===== src/rtl/uart_rx_pkg.sv =====
// Shared types and constants for the UART receive frame sequencer.
package uart_rx_pkg;

  typedef enum logic [2:0] {
    IDLE,
    START,
    DATA,
    PARITY,
    STOP,
    DONE
  } rx_state_e;

  localparam int unsigned DATA_WIDTH_DEF = 8;
  localparam int unsigned PRESC_W_DEF    = 6;
  localparam int unsigned BIT_W          = 4;

  localparam int unsigned PRESC_8  = 8;
  localparam int unsigned PRESC_16 = 16;
  localparam int unsigned PRESC_32 = 32;

  function automatic logic is_legal_presc(input int unsigned p);
    return (p == PRESC_8) || (p == PRESC_16) || (p == PRESC_32);
  endfunction

  // Oversampling edge at which the sampler's majority vote is available.
  function automatic int unsigned samp_point(input int unsigned p);
    return (p / 2) + 2;
  endfunction

endpackage


===== src/rtl/uart_rx_fsm_if.sv =====
// Control/status bundle between the RX frame sequencer and the RX datapath.
interface uart_rx_fsm_if
  import uart_rx_pkg::*;
#(
  parameter int unsigned PRESC_W = PRESC_W_DEF
) ();

  logic               RX_IN;
  logic               PAR_EN;
  logic [PRESC_W-1:0] Prescale;
  logic               strt_glitch;
  logic               par_err;
  logic               stp_err;

  logic               dat_samp_en;
  logic               deser_en;
  logic               strt_chk_en;
  logic               par_chk_en;
  logic               stp_chk_en;
  logic               data_valid;
  logic [PRESC_W-1:0] edge_cnt;
  logic [BIT_W-1:0]   bit_cnt;

  modport master (
    input  RX_IN, PAR_EN, Prescale, strt_glitch, par_err, stp_err,
    output dat_samp_en, deser_en, strt_chk_en, par_chk_en, stp_chk_en,
           data_valid, edge_cnt, bit_cnt
  );

  modport slave (
    output RX_IN, PAR_EN, Prescale, strt_glitch, par_err, stp_err,
    input  dat_samp_en, deser_en, strt_chk_en, par_chk_en, stp_chk_en,
           data_valid, edge_cnt, bit_cnt
  );

endinterface


===== src/rtl/uart_rx_edge_bit_cnt.sv =====
// Oversampling edge counter and frame bit counter; edge wraps at wrap_val.
module uart_rx_edge_bit_cnt
  import uart_rx_pkg::*;
#(
  parameter int unsigned PRESC_W = PRESC_W_DEF
) (
  input  logic               CLK,
  input  logic               RST,
  input  logic               en,
  input  logic               clr,
  input  logic [PRESC_W-1:0] wrap_val,
  output logic [PRESC_W-1:0] edge_cnt,
  output logic [BIT_W-1:0]   bit_cnt,
  output logic [PRESC_W-1:0] edge_nxt_c
);

  logic [BIT_W-1:0] bit_nxt;

  // Clear dominates enable.
  always_comb begin
    edge_nxt_c = edge_cnt;
    bit_nxt    = bit_cnt;
    if (clr) begin
      edge_nxt_c = '0;
      bit_nxt    = '0;
    end else if (en) begin
      if (edge_cnt == wrap_val) begin
        edge_nxt_c = '0;
        bit_nxt    = bit_cnt + BIT_W'(1);
      end else begin
        edge_nxt_c = edge_cnt + PRESC_W'(1);
      end
    end
  end

  always_ff @(posedge CLK or negedge RST) begin
    if (!RST) begin
      edge_cnt <= '0;
      bit_cnt  <= '0;
    end else begin
      edge_cnt <= edge_nxt_c;
      bit_cnt  <= bit_nxt;
    end
  end

endmodule


===== src/rtl/uart_rx_fsm.sv =====
// UART RX frame sequencer: start detection, bit/edge tracking, one-cycle
// check/shift strobes and byte qualification. All outputs are registered.
module uart_rx_fsm
  import uart_rx_pkg::*;
#(
  parameter int unsigned DATA_WIDTH = DATA_WIDTH_DEF,
  parameter int unsigned PRESC_W    = PRESC_W_DEF
) (
  input logic           CLK,
  input logic           RST,
  uart_rx_fsm_if.master bus
);

  rx_state_e          state_q, state_nxt;
  logic [PRESC_W-1:0] p_q, p_nxt, p_last, presc_in, samp_nxt;
  logic [PRESC_W-1:0] edge_q, edge_nxt_c;
  logic [BIT_W-1:0]   bit_q;
  logic               cnt_en, cnt_clr, at_wrap, hit;
  logic               samp_q, deser_q, strt_q, par_q, stp_q, valid_q;
  logic               samp_d, deser_d, strt_d, par_d, stp_d, valid_d;

  // Illegal ratios fall back to 16 so the counters always have a sane period.
  assign presc_in = is_legal_presc(32'(bus.Prescale)) ? bus.Prescale : PRESC_W'(PRESC_16);
  assign p_last   = p_q - PRESC_W'(1);
  assign at_wrap  = (edge_q == p_last);

  // Next state, latched prescale and byte qualification.
  always_comb begin
    state_nxt = state_q;
    p_nxt     = p_q;
    valid_d   = 1'b0;
    case (state_q)
      IDLE: begin
        if (!bus.RX_IN) begin
          state_nxt = START;
          p_nxt     = presc_in;
        end
      end
      START: begin
        if (at_wrap) state_nxt = bus.strt_glitch ? IDLE : DATA;
      end
      DATA: begin
        if (at_wrap && (bit_q == BIT_W'(DATA_WIDTH))) state_nxt = bus.PAR_EN ? PARITY : STOP;
      end
      PARITY: begin
        if (at_wrap) state_nxt = STOP;
      end
      STOP: begin
        if (at_wrap) begin
          state_nxt = DONE;
          valid_d   = !bus.stp_err && !(bus.PAR_EN && bus.par_err);
        end
      end
      DONE: begin
        if (bus.RX_IN) begin
          state_nxt = IDLE;
        end else begin
          state_nxt = START;
          p_nxt     = presc_in;
        end
      end
      default: state_nxt = IDLE;
    endcase
  end

  assign cnt_en  = state_q inside {START, DATA, PARITY, STOP};
  assign cnt_clr = !cnt_en || (state_nxt inside {IDLE, DONE});

  uart_rx_edge_bit_cnt #(
    .PRESC_W (PRESC_W)
  ) u_cnt (
    .CLK        (CLK),
    .RST        (RST),
    .en         (cnt_en),
    .clr        (cnt_clr),
    .wrap_val   (p_last),
    .edge_cnt   (edge_q),
    .bit_cnt    (bit_q),
    .edge_nxt_c (edge_nxt_c)
  );

  // Strobes for the next cycle, decoded from next state and next edge index.
  always_comb begin
    samp_nxt = PRESC_W'(samp_point(32'(p_nxt)));
    hit      = (edge_nxt_c == samp_nxt);
    samp_d   = (state_nxt != IDLE);
    strt_d   = hit && (state_nxt == START);
    deser_d  = hit && (state_nxt == DATA);
    par_d    = hit && (state_nxt == PARITY);
    stp_d    = hit && (state_nxt == STOP);
  end

  always_ff @(posedge CLK or negedge RST) begin
    if (!RST) begin
      state_q <= IDLE;
      p_q     <= PRESC_W'(PRESC_8);
      samp_q  <= 1'b0;
      deser_q <= 1'b0;
      strt_q  <= 1'b0;
      par_q   <= 1'b0;
      stp_q   <= 1'b0;
      valid_q <= 1'b0;
    end else begin
      state_q <= state_nxt;
      p_q     <= p_nxt;
      samp_q  <= samp_d;
      deser_q <= deser_d;
      strt_q  <= strt_d;
      par_q   <= par_d;
      stp_q   <= stp_d;
      valid_q <= valid_d;
    end
  end

  assign bus.dat_samp_en = samp_q;
  assign bus.deser_en    = deser_q;
  assign bus.strt_chk_en = strt_q;
  assign bus.par_chk_en  = par_q;
  assign bus.stp_chk_en  = stp_q;
  assign bus.data_valid  = valid_q;
  assign bus.edge_cnt    = edge_q;
  assign bus.bit_cnt     = bit_q;

endmodule


===== src/flat_wrapper.sv =====
// flat-port wrapper written by rule: the top's interface ports become plain ports
module uart_rx_fsm_flat import uart_rx_pkg::*;
#(
  parameter int unsigned DATA_WIDTH = DATA_WIDTH_DEF,
  parameter int unsigned PRESC_W    = PRESC_W_DEF
)
  (CLK, RST, bus_RX_IN, bus_PAR_EN, bus_Prescale, bus_strt_glitch, bus_par_err, bus_stp_err, bus_dat_samp_en, bus_deser_en, bus_strt_chk_en, bus_par_chk_en, bus_stp_chk_en, bus_data_valid, bus_edge_cnt, bus_bit_cnt);
  uart_rx_fsm_if #(.PRESC_W(PRESC_W)) bus_i ();
  input logic CLK;
  input logic RST;
  input wire logic [$bits(bus_i.RX_IN)-1:0] bus_RX_IN;
  input wire logic [$bits(bus_i.PAR_EN)-1:0] bus_PAR_EN;
  input wire logic [$bits(bus_i.Prescale)-1:0] bus_Prescale;
  input wire logic [$bits(bus_i.strt_glitch)-1:0] bus_strt_glitch;
  input wire logic [$bits(bus_i.par_err)-1:0] bus_par_err;
  input wire logic [$bits(bus_i.stp_err)-1:0] bus_stp_err;
  output wire logic [$bits(bus_i.dat_samp_en)-1:0] bus_dat_samp_en;
  output wire logic [$bits(bus_i.deser_en)-1:0] bus_deser_en;
  output wire logic [$bits(bus_i.strt_chk_en)-1:0] bus_strt_chk_en;
  output wire logic [$bits(bus_i.par_chk_en)-1:0] bus_par_chk_en;
  output wire logic [$bits(bus_i.stp_chk_en)-1:0] bus_stp_chk_en;
  output wire logic [$bits(bus_i.data_valid)-1:0] bus_data_valid;
  output wire logic [$bits(bus_i.edge_cnt)-1:0] bus_edge_cnt;
  output wire logic [$bits(bus_i.bit_cnt)-1:0] bus_bit_cnt;
  assign bus_i.RX_IN = bus_RX_IN;
  assign bus_i.PAR_EN = bus_PAR_EN;
  assign bus_i.Prescale = bus_Prescale;
  assign bus_i.strt_glitch = bus_strt_glitch;
  assign bus_i.par_err = bus_par_err;
  assign bus_i.stp_err = bus_stp_err;
  assign bus_dat_samp_en = bus_i.dat_samp_en;
  assign bus_deser_en = bus_i.deser_en;
  assign bus_strt_chk_en = bus_i.strt_chk_en;
  assign bus_par_chk_en = bus_i.par_chk_en;
  assign bus_stp_chk_en = bus_i.stp_chk_en;
  assign bus_data_valid = bus_i.data_valid;
  assign bus_edge_cnt = bus_i.edge_cnt;
  assign bus_bit_cnt = bus_i.bit_cnt;
  uart_rx_fsm #(.DATA_WIDTH(DATA_WIDTH), .PRESC_W(PRESC_W)) u_core (.CLK(CLK), .RST(RST), .bus(bus_i));
endmodule

===== config.mk =====
export PLATFORM = sky130hd
export DESIGN_NAME = uart_rx_fsm_flat
export DESIGN_NICKNAME = d
export VERILOG_FILES = /design/src/rtl/uart_rx_pkg.sv /design/src/rtl/uart_rx_fsm_if.sv /design/src/rtl/uart_rx_edge_bit_cnt.sv /design/src/rtl/uart_rx_fsm.sv /design/src/flat_wrapper.sv
export SDC_FILE = /design/constraint.sdc
export NUM_CORES = 1
export LEC_CHECK = 0
export CAP_MARGIN = 20
export CORE_MARGIN = 2
export CORE_UTILIZATION = 52
export DETAILED_ROUTE_END_ITERATION = 10
export MAX_ROUTING_LAYER = met4
export PLACE_DENSITY_LB_ADDON = 0.15
export SLEW_MARGIN = 20
export SYNTH_ARGS = -nofsm -noshare
export SYNTH_HDL_FRONTEND = slang
export SYNTH_HIERARCHICAL = 1
export SYNTH_SLANG_ARGS = --single-unit

===== constraint.sdc =====
create_clock -name CLK -period 4.4 [get_ports CLK]
set_input_delay 1.32 -clock CLK [delete_from_list [all_inputs] [get_ports CLK]]
set_output_delay 1.32 -clock CLK [all_outputs]
set_load 0.02 [all_outputs]

==> metrics.md <==
| Metric | Value |
|---|---|
| Site Rows | `20` |
| WL final | `around 3400 um` |
| DR vias | `about 1300` |
| Max_cap viols | `0` |
| Final Setup Violations | `0` |
| CP delay by family, top | `simple AND/OR/NAND/NOR gates` |
| Largest area contributor in the netlist | `dfrtp_1` |
| Most frequent cells in the layout | `clkdlybuf4s50_1 (27), dfrtp_1 (24), xnor2_1 (18)` |
| Layout Nets | `211` |
| Drt pass-1 iters | `4` |
| Final hold vios | `0` |
| HPWL Detailed | `about 2700 um` |
| Cells along the critical path | `clkdlybuf4s50_1, or4_1, o41ai_1, ha_1, xor2_1, or3_1, a21oi_1, nand2b_1, and4bb_2` |
| Combinational power share | `between 50% and 60%` |
| Antenna viol nets, final | `0` |
| Post-CTS Hold Buffers | `0` |
| IO Pins | `29` |
| Leakage | `between 0.8 and 0.9 nW` |
| Final Cell Area | `between 1500 and 2000 um^2` |
| Routed vias/inst | `5.704` |
| Ant. Diodes | `0` |
| Max rail drop VDD | `between 0.2 and 0.25 mV` |
| Synth warnings | `6` |
| Max stage delay cell, worst path | `or4_1` |
| Seq/Total Area, Yosys | `38.63%` |
| Type of origin of the critical path | `primary input` |
| Asr flop ratio synth | `100.0%` |
| Routability congestion estimate | `roughly 0.88` |
| First DRT Iteration DRCs | `35` |
| Period utilization | `90.92%` |
| Core area | `approximately 3000 um^2` |
| Commonest non-fill, non-tap cell in the layout | `clkdlybuf4s50_1` |
| Fmax | `between 0.2 and 0.25 GHz` |
| First-pass GRT wire length | `5671 um` |
| TritonCTS clock tree | `yes` |
| Grt ovf | `0` |
| Total Die Area | `between 3000 and 4000 um^2` |
| Synthesized area | `1623 um^2` |
| Sw frac | `roughly 44%` |
| Largest net degree at the start of global routing | `26` |
| Share of the synthesized area in the top cell type | `a little under two fifths` |
| Die H | `between 50 and 60 um` |
| Root Buffer Master | `clkbuf_4` |
| Pins Over Slew Limit | `0` |
| Crit path buf inv count | `1` |
| Count of unique library cells instantiated by Yosys | `44` |
| CP Capture Type | `register` |
| Synth Flop Type | `dfrtp_1` |
| GRT Overall Usage | `around 22%` |
| Share of cells above drive strength 1 | `between 10% and 20%` |
| CP Max Fanout | `3` |
| Die W | `around 60 um` |
| Clock network power share | `between 10% and 20%` |
| Hold WC Path Type | `reg2reg` |
| Vias in the first global route | `~1300` |
| Setup TNS | `0 ns` |
| Clock-pin slew on the worst setup and hold paths | `roughly 0.14 ns` |
| Slew headroom | `between 50% and 60%` |
| Drt drc | `0` |
| Deepest clock path buffer count | `2` |
| H-tree levels | `1` |
| Post-synth EDFFs | `0` |
| Worst-Margin Slew | `around 0.67 ns` |
| Final hold slack | `0.5774 ns` |
| Initial core utilization | `between 50 and 60%` |
| Switch Pwr | `0.0004688 W` |
| RSZ-0062 raised after global routing | `false` |
| Post-route minimum period | `roughly 4 ns` |
| Mapped Cells | `between 150 and 200` |
| Seq pwr share | `between 30% and 40%` |
| Clk_skew | `0.001545 ns` |
| Post-synth net total | `180` |
| Wire per inst | `about 15 um` |
| Initial antenna violation count | `0` |
| Num Clock Sinks | `25` |
| Skew-Pair Late Insertion Delay | `0.32 ns` |
| Worst stage delay on the critical path | `between 0.5 and 0.6 ns` |
| DP Area | `roughly 1900 um^2` |
| #FFs+latches synth | `25` |
| Power Density | `about 540 nW/um^2` |
| Status | `finished, final reports clean` |
| IO buf count | `28` |
| Finished Core Util | `65.33%` |
| Required time of the critical path | `between 4 and 5 ns` |
| Synth top area cells | `dfrtp_1 (37%), xnor2_1 (9.7%), xor2_1 (8.6%), ha_1 (3.1%), nand2_1 (2.5%)` |
| Total CTS buffers | `3` |
| Avg Inst Size Synth | `~10 um^2` |
| P&R area growth vs syn | `20.89%` |
| Crit Path Class | `in2reg` |
| Critical Path AT | `4.28 ns` |
| Int Pwr | `slightly below 0.0006 W` |
-- registers in the layout, summed over array words and instances (netlist names) --
name and cells:
u_core/u_cnt/bit_cnt 4, u_core/u_cnt/edge_cnt 6, u_core/bus.data_valid 1, u_core/bus.dat_samp_en 1, u_core/bus.par_chk_en 1, u_core/bus.stp_chk_en 1, u_core/bus.deser_en 1, u_core/bus.strt_chk_en 1
u_core/state_q 3, u_core/p_q 6
-- cell families (layout without fill, tap and decap cells) --
kind of cell             after synthesis  after routing  synth area share, %
adder cells (fa/ha/maj)                4              4                3.084
AO/OA/AOI/OAI                         20             20                8.558
XOR/XNOR                              34             34                18.35
buffers and inverters                 10             40                2.852
AND/OR/NAND/NOR                       65             65                25.29
multiplexers                           5              5                3.238
flip-flops                            25             25                38.63
-- stage by stage --
step,setup WS (ns),cells,power [W]
after CTS,0.3177,226,0.001063
after global routing,0.1081,226,0.001144
after global placement,0.2004,222,0.0009313
after floorplan,0.6180,163,0.0007617
after detailed placement,0.07927,222,0.0009544
final,0.3995,226,0.001060
-- cell usage after synthesis, drive strengths merged (2+ instances only) --
| master | instances |
|---|---|
| a31oi | 2 |
| mux2 | 2 |
| o21ai | 2 |
| dfrtp | 24 |
| and2 | 2 |
| ha | 4 |
| nor2b | 4 |
| mux2i | 3 |
| nor2 | 11 |
| nor3b | 4 |
| buf | 2 |
| o31ai | 4 |
| nor4 | 2 |
| nand2b | 4 |
| nor3 | 7 |
| or4 | 4 |
| nor4b | 4 |
| nand3 | 3 |
| xnor2 | 18 |
| clkbuf | 2 |
| nand2 | 11 |
| or3 | 2 |
| or2 | 2 |
| inv | 6 |
| a21oi | 7 |
| nand4 | 3 |
| xor2 | 16 |
-- routing by layer --
metal  part of all wire (%)  track usage (%)  vias to the layer above
li1                       -                -                      644
met3                    4.2            3.896                        7
met2                     49            35.87                       28
met5                      0                -                        -
met1                     45            26.74                      610
met4                    1.6            9.206                        0
-- layout make-up --
| cell class | instances | area [um^2] |
|---|---|---|
| clock buffer | 4 | 26.28 |
| fill | 257 | 1041 |
| inverter | 6 | 22.52 |
| multi-input combinational | 128 | 954.7 |
| sequential | 25 | 626.9 |
| tap | 33 | 41.29 |
| timing repair buffer | 30 | 290.3 |
-- worst reg2reg max path: cells and delay by family (launching register included) --
kind            cells  cell delay, ns
simple gates        8            2.07
compound gates      3            0.64
flops               1            0.48
xor+xnor            2            0.35
fa+ha+maj           1            0.22
buf+inv             1            0.10
-- what timing repair did --
item | 4_1_cts | 5_1_grt
endpoints found under the setup margin | 0 | 1
resized for setup | 0 | 1
setup buffers | 0 | 0
-- power by group through the flow --
stage / sequential (W) / clock, W / combinational (W)
floorplan: 0.000377 / 0 / 0.000384
global placement: 0.000351 / 0 / 0.000581
detailed placement: 0.000355 / 0 / 0.000600
CTS: 0.000350 / 0.000112 / 0.000601
global route: 0.000361 / 0.000122 / 0.000661
finish: 0.000350 / 0.000108 / 0.000602
-- worst paths after layout --
path,startpoint,endpoint,slack [ns],cells after the start
setup / recovery,bus_Prescale[4],u_core/bus.par_chk_en,0.40,9
setup reg to reg,u_core/p_q[1],u_core/bus.par_chk_en,0.48,15
hold reg to reg,u_core/u_cnt/bit_cnt[3],u_core/u_cnt/bit_cnt[3],0.58,2
hold / removal,u_core/u_cnt/bit_cnt[3],u_core/u_cnt/bit_cnt[3],0.58,2
max in group asynchronous,RST,u_core/p_q[3],3.07,1
min in group asynchronous,RST,u_core/u_cnt/edge_cnt[1],0.96,1
Note: power is estimated with default switching activity, not from simulation.
